**config.mk**
```make
export PLATFORM = sky130hd
export DESIGN_NAME = vend_controller
export DESIGN_NICKNAME = d
export VERILOG_FILES = /design/src/rtl/vend_pkg.sv /design/src/rtl/vend_credit_acc.sv /design/src/rtl/vend_controller.sv
export SDC_FILE = /design/constraint.sdc
export NUM_CORES = 1
export LEC_CHECK = 0
export CORE_ASPECT_RATIO = 0.75
export CORE_MARGIN = 2
export CORE_UTILIZATION = 53
export DETAILED_ROUTE_END_ITERATION = 6
export PLACE_DENSITY = 0.78
export SLEW_MARGIN = 5
export SYNTH_ARGS = -nofsm -noshare
export SYNTH_HDL_FRONTEND = slang
export SYNTH_HIERARCHICAL = 1
export SYNTH_SLANG_ARGS = --single-unit
```
**constraint.sdc**
```tcl
create_clock -name clk -period 2.9 [get_ports clk]
set_input_delay 0.87 -clock clk [delete_from_list [all_inputs] [get_ports clk]]
set_output_delay 0.87 -clock clk [all_outputs]
set_load 0.05 [all_outputs]
```
**src/rtl/vend_pkg.sv**
```systemverilog
// -----------------------------------------------------------------------------
// vend_pkg
// Shared definitions for the vending transaction controller.
//   COST_W / CREDIT_W : default widths of the item price and the coin credit
//   cost_t / credit_t : convenience types at those default widths
//   vend_state_t      : transaction FSM states
// -----------------------------------------------------------------------------
package vend_pkg;

   localparam int COST_W   = 3;
   localparam int CREDIT_W = 4;

   typedef logic [COST_W-1:0]   cost_t;
   typedef logic [CREDIT_W-1:0] credit_t;

   typedef enum logic [2:0] {
      IDLE,
      COLLECT,
      DISPENSE,
      CHANGE,
      REFUND
   } vend_state_t;

endpackage

```
**src/rtl/vend_credit_acc.sv**
```systemverilog
// -----------------------------------------------------------------------------
// vend_credit_acc
// Saturating coin-credit accumulator plus the COLLECT inactivity timer.
// Ports:
//   clk, rst_n   : clock, asynchronous active-low reset
//   add          : add add_value to the credit (saturating)
//   add_value    : coin worth in units
//   clear        : zero the credit
//   timer_clr    : restart the inactivity timer, otherwise it counts up
//   credit       : registered credit
//   credit_next  : value the credit register takes at the next edge
//   timer        : registered inactivity count
// -----------------------------------------------------------------------------
module vend_credit_acc
   import vend_pkg::*;
#(
   parameter int CREDIT_W = vend_pkg::CREDIT_W,
   parameter int TIMER_W  = 10
) (
   input  logic                clk,
   input  logic                rst_n,
   input  logic                add,
   input  logic [1:0]          add_value,
   input  logic                clear,
   input  logic                timer_clr,
   output logic [CREDIT_W-1:0] credit,
   output logic [CREDIT_W-1:0] credit_next,
   output logic [TIMER_W-1:0]  timer
);

   localparam int SUM_W = CREDIT_W + 1;

   logic [SUM_W-1:0]    sum;
   logic [CREDIT_W-1:0] sum_sat;

   // The sum is one bit wider than the credit so an overflow shows up in the
   // top bit; when it does, the credit pins at all-ones and the excess coin
   // value is simply dropped rather than wrapping.
   always_comb begin
      sum     = {1'b0, credit} + SUM_W'(add_value);
      sum_sat = sum[CREDIT_W] ? '1 : sum[CREDIT_W-1:0];
      if (clear) begin
         credit_next = '0;
      end else if (add) begin
         credit_next = sum_sat;
      end else begin
         credit_next = credit;
      end
   end

   // Credit register; credit_next is exported so the FSM can capture the
   // exact amount a refund must return, including a coin landing that edge.
   always_ff @(posedge clk or negedge rst_n) begin
      if (!rst_n) begin
         credit <= '0;
      end else begin
         credit <= credit_next;
      end
   end

   // Inactivity timer: held at zero outside COLLECT and on every accepted
   // coin, free-running otherwise. The FSM leaves COLLECT before it wraps.
   always_ff @(posedge clk or negedge rst_n) begin
      if (!rst_n) begin
         timer <= '0;
      end else if (timer_clr) begin
         timer <= '0;
      end else begin
         timer <= timer + 1'b1;
      end
   end

endmodule

```
**src/rtl/vend_controller.sv**
```systemverilog
// -----------------------------------------------------------------------------
// vend_controller
// Vending transaction FSM: latches an item price, collects coin credit,
// pulses dispense once credit covers the price, and returns change or a full
// refund over a valid/ack handshake.
// Ports:
//   clk, rst_n   : clock, asynchronous active-low reset
//   item_valid   : strobe, item_cost holds a selection (0 = no item)
//   item_cost    : price in coin units
//   coin_valid   : strobe, one coin of coin_value units inserted (0 ignored)
//   cancel       : customer abort, level sampled each cycle
//   change_ack   : return mechanism has taken change_amt
//   dispense     : one-cycle release pulse
//   change_valid : change_amt valid, held until change_ack
//   change_amt   : coins to return
//   credit       : current credit for the display
//   busy         : high in every state except IDLE
// All outputs come straight from flops.
// -----------------------------------------------------------------------------
module vend_controller
   import vend_pkg::*;
#(
   parameter int COST_W      = vend_pkg::COST_W,
   parameter int CREDIT_W    = vend_pkg::CREDIT_W,
   parameter int TIMEOUT_CYC = 1000
) (
   input  logic                clk,
   input  logic                rst_n,
   input  logic                item_valid,
   input  logic [COST_W-1:0]   item_cost,
   input  logic                coin_valid,
   input  logic [1:0]          coin_value,
   input  logic                cancel,
   input  logic                change_ack,
   output logic                dispense,
   output logic                change_valid,
   output logic [CREDIT_W-1:0] change_amt,
   output logic [CREDIT_W-1:0] credit,
   output logic                busy
);

   localparam int                 TIMER_W    = $clog2(TIMEOUT_CYC);
   localparam logic [TIMER_W-1:0] TIMER_LAST = TIMER_W'(TIMEOUT_CYC - 1);

   vend_state_t         state;
   vend_state_t         state_next;
   logic [COST_W-1:0]   price;
   logic [CREDIT_W-1:0] price_ext;
   logic [CREDIT_W-1:0] credit_next;
   logic [TIMER_W-1:0]  timer;
   logic                coin_ok;
   logic                add_en;
   logic                clear_en;
   logic                timer_clr;
   logic                load_price;

   assign coin_ok   = coin_valid && (coin_value != 2'd0);
   assign price_ext = CREDIT_W'(price);

   vend_credit_acc #(
      .CREDIT_W (CREDIT_W),
      .TIMER_W  (TIMER_W)
   ) u_credit_acc (
      .clk         (clk),
      .rst_n       (rst_n),
      .add         (add_en),
      .add_value   (coin_value),
      .clear       (clear_en),
      .timer_clr   (timer_clr),
      .credit      (credit),
      .credit_next (credit_next),
      .timer       (timer)
   );

   // State register.
   always_ff @(posedge clk or negedge rst_n) begin
      if (!rst_n) begin
         state <= IDLE;
      end else begin
         state <= state_next;
      end
   end

   // Next-state and accumulator control. Coins only count in COLLECT, so the
   // accumulator is left alone everywhere else. In COLLECT the abort paths
   // win over a completed payment, and both look at the registered credit,
   // which is why a completing coin shows up as dispense one cycle later.
   always_comb begin
      state_next = state;
      add_en     = 1'b0;
      clear_en   = 1'b0;
      timer_clr  = 1'b1;
      load_price = 1'b0;
      case (state)
         IDLE: begin
            if (item_valid && (item_cost != '0)) begin
               load_price = 1'b1;
               state_next = COLLECT;
            end
         end
         COLLECT: begin
            add_en    = coin_ok;
            timer_clr = coin_ok;
            if (cancel || (timer == TIMER_LAST)) begin
               state_next = REFUND;
            end else if (credit >= price_ext) begin
               state_next = DISPENSE;
            end
         end
         DISPENSE: begin
            if (credit > price_ext) begin
               state_next = CHANGE;
            end else begin
               state_next = IDLE;
               clear_en   = 1'b1;
            end
         end
         CHANGE, REFUND: begin
            if (change_ack) begin
               state_next = IDLE;
               clear_en   = 1'b1;
            end
         end
         default: begin
            state_next = IDLE;
            clear_en   = 1'b1;
         end
      endcase
   end

   // The price is frozen for the whole transaction and only forgotten once
   // the customer has been fully settled.
   always_ff @(posedge clk or negedge rst_n) begin
      if (!rst_n) begin
         price <= '0;
      end else if (load_price) begin
         price <= item_cost;
      end else if (clear_en) begin
         price <= '0;
      end
   end

   // Status outputs are decoded from the next state and registered, so they
   // line up with the state they describe without any input-to-output path.
   always_ff @(posedge clk or negedge rst_n) begin
      if (!rst_n) begin
         dispense     <= 1'b0;
         change_valid <= 1'b0;
         busy         <= 1'b0;
      end else begin
         dispense     <= (state_next == DISPENSE);
         change_valid <= (state_next == CHANGE) || (state_next == REFUND);
         busy         <= (state_next != IDLE);
      end
   end

   // Change amount: the overpayment is computed during the dispense cycle
   // while credit and price are both stable. A refund captures credit_next
   // rather than credit so a coin arriving alongside the cancel/timeout is
   // returned as well. Either way it then holds until the ack clears it.
   always_ff @(posedge clk or negedge rst_n) begin
      if (!rst_n) begin
         change_amt <= '0;
      end else if (state == DISPENSE) begin
         change_amt <= credit - price_ext;
      end else if ((state == COLLECT) && (state_next == REFUND)) begin
         change_amt <= credit_next;
      end else if (clear_en) begin
         change_amt <= '0;
      end
   end

endmodule
```
## After elaboration in Yosys (flattened, before gate mapping)

Cells that the tools add are included.

- Add/subtract/negate cells: 3
- Multipliers: 0
- Div/mod/pow operators: 0
- Order comparisons: 2
- Eq/ne operators: 8
- Shift operators: 0
- Muxes and demuxes: 22
- Bitwise gates (word level): 0
- Reduce and logical (&&, ||, !) cells: 13

Operator list:

| kind | number |
|---|---|
| $mux 4 | 6 |
| $mux 3 | 6 |
| $eq 3x2->1 const B | 4 |
| $pmux 3 s4 | 1 |
| $add 10x1->10 const B | 1 |
| $eq 10x10->1 const B | 1 |
| $mux 10 | 1 |
| $reduce_bool 3->1 | 3 |
| $eq 3x3->1 const B | 2 |
| $mux 1 | 6 |
| $add 4x2->5 | 1 |
| $ge 4x3->1 | 1 |
| $gt 4x3->1 | 1 |
| $reduce_bool 2->1 | 2 |
| $reduce_or 2->1 | 2 |
| $sub 4x3->4 | 1 |
| $eq 3x1->1 const B | 1 |
| $logic_and 1x1->1 | 3 |
| $logic_not 3->1 | 1 |
| $pmux 1 s3 | 1 |
| $logic_or 1x1->1 | 2 |
| $mux 2 | 1 |

- Bits in registers: 27
- Bits in latches: 0
- Bits in writable memories: 0
- Bits in read-only memories: 0
- Input bits: 11
- Output and inout port bits: 11
- Word-level logic and storage cells: 56
- Memories kept: 0

## Longest topological paths before layout

Gate-level depths: netlist of the first run.

- Word-level depth: 8
- Mapped depth: 11
- Depth with buffers taken out: 11

## Modules after synthesis

Netlist of the first run, hierarchy kept.

By module, submodules not included:

| module | times used | cells an instance | area an instance (um^2) | seq. area each (um^2) |
|---|---|---|---|---|
| vend_controller | 1 | 79 | 822.0 | 325.3 |
| vend_credit_acc | 1 | 71 | 714.4 | 350.3 |

## Least setup slack after synthesis of the first run

Ideal clock, no wire load.

- Path type: reg2reg
- Start point: register u_credit_acc.credit[0]
- End point: register change_amt[3]
- Setup time: 66 ps
- Data arrival time: 2277 ps
- Data required time: 2834 ps
- Setup slack: 557 ps
- Cell stages (with the launch flop): 11
- Period minus slack after synthesis: 2343 ps
- Cells stage by stage: dfrtp_1 -> inv_1 -> ha_1 -> fa_1 -> nor2b_1 -> o21ai_0 -> nand2b_1 -> o21a_1 -> inv_1 -> nor3b_1 -> a221o_1

- Elaborated cells between the ends (all ways): 18
- Those cells by class: 2 x add/sub; 2 x order compare; 1 x eq/ne; 11 x mux; 2 x reduce/logical

RTL lines:

| item | line | source |
|---|---|---|
| start: declaration | vend_credit_acc.sv:26 | `output logic [CREDIT_W-1:0] credit,` |
| start signal: assignment | vend_credit_acc.sv:57 | `credit <= credit_next;` |
| $gt 4x3->1 | vend_controller.sv:111 | `if (credit > price_ext) begin` |
| $mux 1 | vend_controller.sv:111 |  |
| $pmux 1 s3 | vend_controller.sv:94 | `case (state)` |
| net clear_en | vend_controller.sv:53 | `logic clear_en;` |
| $mux 4 | vend_credit_acc.sv:42 | `if (clear) begin` |
| net credit_next[3] | vend_controller.sv:49 | `logic [CREDIT_W-1:0] credit_next;` |
| $mux 4 | vend_controller.sv:166 | `end else if ((state == COLLECT) && (state_next == REFUND)) begin` |
| $mux 4 | vend_controller.sv:164 | `end else if (state == DISPENSE) begin` |
| end signal: assignment | vend_controller.sv:165 | `change_amt <= credit - price_ext;` |
| end signal: assignment | vend_controller.sv:167 | `change_amt <= credit_next;` |
| end: declaration | vend_controller.sv:37 | `output logic [CREDIT_W-1:0] change_amt,` |

The timed path passes the listed nets, and every way through them passes these cells.
A chain may end at the register's enable or synchronous reset.

## Worst setup path in the final report of the first run

- Start point: input port coin_value[1]
- End point: register change_amt[3]

- Word-level cells in the longest chain between the ends: 7
- Elaborated cells between the ends (all ways): 9
- Those cells by class: 1 x add/sub; 6 x mux; 2 x reduce/logical

Ends and longest elaborated chain:

| item | line | source |
|---|---|---|
| start: declaration | vend_controller.sv:32 | `input logic [1:0] coin_value,` |
| $reduce_bool 2->1 | vend_controller.sv:57 | `assign coin_ok = coin_valid && (coin_value != 2'd0);` |
| $logic_and 1x1->1 | vend_controller.sv:57 |  |
| $mux 1 | vend_controller.sv:94 |  |
| net add_en | vend_controller.sv:52 | `logic add_en;` |
| $mux 4 | vend_credit_acc.sv:44 | `end else if (add) begin` |
| $mux 4 | vend_credit_acc.sv:42 |  |
| net credit_next[3] | vend_controller.sv:49 |  |
| $mux 4 | vend_controller.sv:166 |  |
| $mux 4 | vend_controller.sv:164 |  |

The timed path passes the listed nets, and every way through them passes these cells.

==> impl_summary.md, run 1 <==
Outcome
The run finished with clean final reports.

Timing
The final setup skew is 0.01123 ns. The final-report hold violation count is 0. The number of max-slew violations in the final report is 0. The final setup violation count is 0.

The worst path setup slack after routing is 0.2396 ns. Setup repair after global routing left no endpoint under its margin. Timing would allow up to 0.3759 GHz. The setup total negative slack is 0 ns. Counting I/O delays and the setup requirement, the final critical path takes 2.660 ns. The period utilization is 0.9174.

In this run the tightest slew margin relative to its limit is 0.6231. The measured slew at the worst slew-check pin is 0.5605 ns.

Routing
The count of TritonRoute iterations in the first routing pass is 4. After detailed routing, the met3 layer carries 141 µm of wire. The routed via count is 1215. Once detail routing completed, the nets flagged for antenna violations numbered 0. The final routed DRC violation total is 0. The DRC marker count from the first detailed-route iteration is 95. The uppermost layer routed is met4. After detailed routing, the met2 layer carries 1530 µm of wire. The total wirelength of the detailed-routed design is 3327 µm.

The wire length the detailed router placed on met1 is 1626 µm. Dividing the detail-routed via count by the number of cells gives 5.758. In the final routed layout, each cell accounts on average for 15.77 µm.

Layout
The count of cells in the finished layout, fillers not included, comes to 211. In the final layout, the share of cells above drive strength 1 is 0.09143. The library cells used most frequently in the layout, excluding fill and tap cells, are dfrtp_1 (27), clkdlybuf4s50_1 (21), inv_1 (11). The repair_antennas step left the layout with diodes totalling 0. The library cell used most frequently in the layout, excluding fill and tap cells, is dfrtp_1. The number of nets in the final layout is 195. The area added between synthesis and finish is 19.71%.

Logic synthesis
The synthesized design contains 27 register bits. The post-synthesis cell area is 0.001536 mm². In this run, distinct cell masters in the synthesized netlist total 44.

Yosys attributes the largest share of cell area to dfrtp_1 (44%), ha_1 (4.9%), nor2b_1 (3.3%), a21oi_1 (2.9%), inv_1 (2.7%). The most used flip-flop cell after synthesis is dfrtp_1. The share of synthesized area in the top cell type comes to 0.4397. For this run, the register share of the synthesized area comes to 0.4397. The cell taking the most area after synthesis is dfrtp_1. The synthesis warning total is 6. In the synthesized netlist the async set-or-reset flop fraction comes to 1.000. The synthesized design contains 0 enable-type register cells. In the synthesized netlist, the number of instances is 150. In this run the mean area of a mapped cell was 10.24 µm². The number of nets in the synthesized netlist is 169.

Floorplanning
After floorplanning, the core was divided into 16 placement rows. The die footprint is 0.003350 mm². For this design the top-level I/O count stands at 22. The initial utilization of the core area, before any placement, comes to 0.5728. The die boundary height is 50.63 µm. The die outline width is 66.17 µm. The floorplan step defined a core boundary enclosing 0.002683 mm².

Critical path
The count of buffering cells on the critical path with inverters included is 1. The kind of critical path is input port to register. Traced cell by cell, the critical path runs through clkdlybuf4s50_1 > o21ai_0 > nor2_1 > nor2b_1 > a2111oi_0 > nor3b_1 > a221o_1.

The cell family contributing the most delay on the critical path is compound AO/OA/AOI/OAI gates. The worst setup path is launched from an input port. The top fanout value on the critical path is 3. The kind of end point of the critical path is a register. The cell with the biggest individual delay on the critical path is a2111oi_0.

The largest stage delay on the critical path is 0.53 ns. The data required time of the critical path is 3.07 ns. The critical path data arrival time is 2.83 ns.

Clocking
TritonCTS built the clock tree. Once the clock tree was built, the resizer swapped 0 gates to a different size. The root buffer cell chosen for the clock tree is clkbuf_8. The number of sinks driven by the clock tree is 27. The clock passes through at most 2 buffers. Clock-pin slew was measured on the worst setup and hold paths at 0.09 ns. The number of buffers added for setup after CTS is 0. Hold repair after CTS inserted 0 buffers. In this run the number of H-tree levels came out at 1. The number of buffers inserted during clock tree synthesis is 3. At the later pin of the worst-skew pair, clock insertion delay measures 0.28 ns.

Place
The sum of net half-perimeters after detailed placement is 2477 µm. The placement-stage worst setup slack is 0.1013 ns. Port buffering added 21 buffers. Routability-driven placement finished with a final weighted congestion of 0.8995. After detailed placement, the design holds a cell count of 207.

Pwr
The standby leakage power is 0.8107 nW. The power density over the cells is 970.1 mW/mm². The worst supply voltage drop on vdd is 578.1 µV.

Min path
The path type of the worst min-delay path is register to register.

GRT
In the global route stage, overall resource usage came out at 0.2233. The number of global-route vias before repair is 1185. The overflow left after global routing is 0. The number of antenna violations at the first check in global routing is 0.

The first global-routing pass estimated 5609 µm of wire. Entering global routing, the biggest net connects 28 pins.

Run
The count of maximum capacitance violations is 0.
==> final cells by class <==
type,instances,area [µm²]
Clock buffer,4,45.04
Fill cell,227,843.3
Inverter,12,45.04
Multi-Input combinational cell,108,795.8
Sequential cell,27,675.6
Tap cell,36,45.04
Timing Repair Buffer,24,232.7
==> routing by layer <==
metal / up-vias / track usage
met5: - / 0
met4: 0 / 0.05102
met3: 5 / 0.04933
met2: 28 / 0.3500
met1: 588 / 0.3165
li1: 594 / -
==> cells in the mapped netlist (3+ instances only) <==
cell and count:
inv_1 11, a32o_1 3, nand2_1 10, ha_1 6, nand3_1 6, nor2_1 10
o21ai_0 7, nor3b_1 3, nand2b_1 4, nor2b_1 8, nand4_1 3, dfrtp_1 27
a21oi_1 9, a221o_1 3
==> power by group <==
| part | total [mW] | switching, mW | leakage (nW) | internal (mW) |
|---|---|---|---|---|
| clock network | 0.211 | 0.113 | 0.0228 | 0.0985 |
| logic | 0.984 | 0.593 | 0.425 | 0.391 |
| registers | 0.589 | 0.111 | 0.363 | 0.478 |
==> cell families (layout without fill, tap and decap cells) <==
group | after synthesis | after routing | share of synthesized area
xor+xnor | 4 | 4 | 0.02281
flops | 27 | 27 | 0.4397
fa+ha+maj | 8 | 8 | 0.07492
simple gates | 59 | 59 | 0.2345
mux | 3 | 3 | 0.02117
compound gates | 34 | 34 | 0.1645
buf+inv | 15 | 40 | 0.04234
==> metrics by stage <==
step           hold WS, ns  total power, mW    util  area [µm²]
3_5_place_dp        0.5013            1.563  0.6688        1794
6_report            0.5166            1.784  0.6856        1839
2_1_floorplan       0.4859            1.297       -        1536
3_3_place_gp        0.4978            1.534  0.6688        1794
5_1_grt             0.5296            1.911  0.6856        1839
4_1_cts             0.5228            1.790  0.6856        1839
==> sequential cells by signal, summed over array words and instances (netlist names) <==
| name | count |
|---|---|
| u_credit_acc/credit | 4 |
| state | 3 |
| dispense | 1 |
| change_amt | 4 |
| busy | 1 |
| price | 3 |
| u_credit_acc/timer | 10 |
| change_valid | 1 |
==> path summary, 6_finish.rpt <==
| path | startpoint | to | slack [ns] | cells past startpoint |
|---|---|---|---|---|
| worst max-delay path | coin_value[1] | change_amt[3] | 0.24 | 7 |
| worst min-delay path | change_amt[1] | change_amt[1] | 0.52 | 1 |
| worst max register to register | state[0] | change_amt[3] | 0.53 | 6 |
| worst min register to register | change_amt[1] | change_amt[1] | 0.52 | 1 |
| max in group asynchronous | rst_n | u_credit_acc/timer[1] | 1.68 | 2 |
| min in group asynchronous | rst_n | u_credit_acc/credit[0] | 0.95 | 2 |
No activity file was read; power rests on OpenSTA's default activity.
==> run 2, diff against run 1 <==
--- a/config.mk
+++ b/config.mk
@@ -5,11 +5,13 @@
 export SDC_FILE = /design/constraint.sdc
 export NUM_CORES = 1
 export LEC_CHECK = 0
+export CAP_MARGIN = 20
 export CORE_ASPECT_RATIO = 0.75
 export CORE_MARGIN = 2
 export CORE_UTILIZATION = 53
 export DETAILED_ROUTE_END_ITERATION = 6
 export PLACE_DENSITY = 0.78
+export RECOVER_POWER = 100
 export SLEW_MARGIN = 5
 export SYNTH_ARGS = -nofsm -noshare
 export SYNTH_HDL_FRONTEND = slang
==> run 2 against run 1 <==
Against the previous run:
- combinational power fell by 2.9%
- power decreased by 1.9%
- flip-flop and latch count is the same
- wire length down 1.3%
- non-clock buffer count stayed put
- first-iteration DRC count fell by 3.2%
- clock power about the same
- register-to-register slack better by 0.07 ns
- global-route usage unchanged
- fmax up 2.8%
- sequential share of layout area rose by 0.66 points
- sequential power decreased by 1%
- critical endpoint unchanged
- largest cell class unchanged
==> impl_summary.md, run 2 (same netlist as run 1, synthesis figures left out) <==
Floorplanning
The number of top-level pins is 22 (unchanged). The die boundary height was 50.63 µm (unchanged). The number of standard-cell rows in the floorplan is 16 (unchanged). The area of the core is 0.002683 mm² (unchanged). The die outline width was 66.17 µm (unchanged).

The initial core utilization is 0.5728 (unchanged). The die footprint came to 0.003350 mm² (unchanged).

Outcome
The run finished with clean final reports.

Timing
The worst relative slew slack is 0.02920 (-0.5939). The final setup skew is 0.009634 ns (-0.001597 ns). The measured slew at the worst slew-check pin is 1.456 ns (+0.8957 ns). The peak clock frequency supported by timing came to 0.3865 GHz (+2.8%). The worst path setup slack after routing is 0.3127 ns (+0.07307 ns).

The post-route worst hold slack is 0.5093 ns (-0.007316 ns). The number of max-slew violations in the final report came to 0 (unchanged). The setup total negative slack is 0 ns (unchanged). The final setup violation count was 0 (unchanged). Setup repair after global routing left no endpoint under its margin.

The final-report hold violation count is 0 (unchanged). The post-route minimum period is 2.587 ns (-0.07307 ns). The period utilization is 0.8922 (-0.02519).

Layout
The library cell used most frequently in the layout, excluding fill and tap cells, is dfrtp_1. In the layout the commonest cells are dfrtp_1 (27), dlygate4sd3_1 (14), inv_1 (11). The number of nets in the final layout was 195 (unchanged). The number of antenna diodes came to 0 (unchanged). The fraction of layout instances using a drive strength above 1 is 0.06857 (-0.02286). The flip-flop count of the largest register, all copies and words added is 10 (unchanged). The number of filler cells placed in the layout is 234 (+3.1%). The register cell area after layout is 675.6 µm² (unchanged). The count of non-filler cells in the finished layout was 211 (unchanged). In the final layout, the registers with the most flip-flops are u_credit_acc/timer: 10 flops, change_amt: 4 flops, u_credit_acc/credit: 4 flops. Ranked by flip-flop count, first place goes to u_credit_acc/timer.

The area added between synthesis and finish is 17.59%. The area of the multi-input gates is 770.7 µm² (-3.1%).

Routing
The wire length the detailed router placed on met1 is 1597 µm (-1.8%). The via density per instance is 5.801 (+0.74%). The total wirelength of the detailed-routed design came to 3284 µm (-1.3%).

The DRC marker count from the first detailed-route iteration came to 92 (-3.2%). The uppermost layer routed is met4. The final routed DRC violation total is 0 (unchanged).

The routed via count is 1224 (+0.74%). The wire length on met2 came to 1531 µm (about the same). The total met3 wirelength after detailed routing is 125 µm (-11%). The count of nets left with antenna violations after detail routing is 0 (unchanged).

The wire length per cell after detailed routing is 15.56 µm (-1.3%). The count of TritonRoute iterations in the first routing pass is 4 (unchanged).

Pwr
The internal power contribution came to 0.9423 mW (-2.6%). The power share of the sequential group was 0.333 (+0.003). The fraction of power consumed by combinational cells was 0.546 (-0.006). The power density over the cells is 968.9 mW/mm² (-0.13%).

The part of the total power dissipated in the clock network is 0.121 (+0.003). The switching power was 0.8082 mW (-0.99%). The worst supply voltage drop on vdd is 569.5 µV (-1.5%). The standby leakage power is 0.8282 nW (+2.2%). The switching part of the total power is 0.4617 (+0.004187).

Critical path
The cell with the biggest individual delay on the critical path is a2111oi_0. The kind of critical path is input port to register. The reg-to-reg critical path startpoint is u_credit_acc/credit[0].

The worst-case reg-to-reg path depth came to 10 (+4). The kind of end point of the critical path is a register. The register-to-register setup slack came to 0.60 ns (+0.07 ns). The top fanout value on the critical path was 3 (unchanged). The type of element launching the critical path is an input port. The worst flop-to-flop path endpoint is change_amt[2]. The data required time of the critical path was 3.07 ns (about the same). The family of cells with the greatest summed delay on the critical path is compound AO/OA/AOI/OAI gates. The count of buffering cells on the critical path with inverters included was 1 (unchanged). The largest stage delay on the critical path is 0.47 ns (-0.06 ns). Traced cell by cell, the critical path runs through clkdlybuf4s50_1 > o21ai_0 > nor2_1 > nor2b_1 > a2111oi_0 > nor3b_1 > a221o_1. The critical path data arrival time is 2.75 ns (-0.08 ns). The critical path starts at coin_value[1].

Clocking
The worst-skew pair later-pin latency came to 0.28 ns (about the same). The number of buffers added for setup after CTS is 0 (unchanged). The root buffer selected by CTS is clkbuf_8.

The maximum level of the CTS H-tree is 1 (unchanged). TritonCTS built the clock tree. The total of cells resized after clock tree synthesis was 0 (unchanged). The number of sinks driven by the clock tree is 27 (unchanged). The largest buffer count on any clock path is 2 (unchanged). The register clock-pin slew on the reported worst setup and hold paths came to 0.09 ns (about the same). The number of hold buffers added after cts is 0 (unchanged). The number of buffers inserted during clock tree synthesis is 3 (unchanged).

Place
The count of buffers from port buffering is 21 (unchanged). The routability congestion estimate is 0.8995 (unchanged). The placement-stage worst setup slack is 0.1013 ns (unchanged). The count of placed standard cells including taps is 207 (unchanged). The sum of net half-perimeters after detailed placement is 2477 µm (unchanged).

Min path
The startpoint identified for the worst hold timing path is change_amt[1]. The number of instances on the worst hold path is 1 (unchanged). The path with the worst hold slack has its endpoint at change_amt[1]. The tightest min-delay check is of the register to register type.

GRT
The wire length of the first global-routing pass is 5609 µm (unchanged). The number of global-route vias before repair was 1185 (unchanged). The pin count of the biggest net entering global routing came to 28 (unchanged).

The number of antenna violations at the first check in global routing was 0 (unchanged). The global router's overall resource usage was 0.2233 (unchanged). The overflow left after global routing is 0 (unchanged).

Run
The count of maximum capacitance violations is 0 (unchanged).
==> run 2: final cells by class <==
| class | instances | area share |
|---|---|---|
| Multi-Input combinational cell | 108 | 0.4266 |
| Sequential cell | 27 | 0.3740 |
| Timing Repair Buffer | 24 | 0.1247 |
| Clock buffer | 4 | 0.02493 |
| Inverter | 12 | 0.02493 |
| Tap cell | 36 | 0.02493 |
==> run 2: worst max-delay path by stage <==
stage                    end  slack [ns]  cells past startpoint
6_report       change_amt[3]        0.31                      7
2_1_floorplan  change_amt[3]        0.56                     10
3_5_place_dp   change_amt[2]        0.10                      9
5_1_grt        change_amt[3]        0.12                      7
4_1_cts        change_amt[3]        0.33                      7
3_3_place_gp   change_amt[1]        0.17                      9
==> run 2: metrics by stage <==
step / area (µm²) / utilization / power [mW]
finish: 1807 / 0.6735 / 1.750
global route: 1807 / 0.6735 / 1.880
CTS: 1839 / 0.6856 / 1.790
detailed placement: 1794 / 0.6688 / 1.563
global placement: 1794 / 0.6688 / 1.534
floorplan: 1536 / - / 1.297
==> run 2: power by group through the flow <==
stage / clock [mW] / combinational (mW) / sequential (mW)
CTS: 0.219 / 0.985 / 0.586
global placement: 0 / 0.949 / 0.585
finish: 0.213 / 0.955 / 0.583
global route: 0.228 / 1.05 / 0.600
detailed placement: 0 / 0.969 / 0.593
floorplan: 0 / 0.544 / 0.753
==> run 2: per-layer routing <==
metal	track usage	vias up
met5	0	-
met4	0.05102	0
met3	0.04933	5
met2	0.3500	27
met1	0.3165	595
li1	-	597
==> run 2: worst register-to-register path: stages (launching register included) <==
cell	delay, ns
dfrtp_1	0.41
inv_1	0.06
ha_1	0.22
fa_1	0.40
nor2b_1	0.18
o21ai_0	0.10
nand2b_1	0.09
o21a_1	0.22
inv_1	0.12
a211oi_1	0.25
a221o_1	0.21
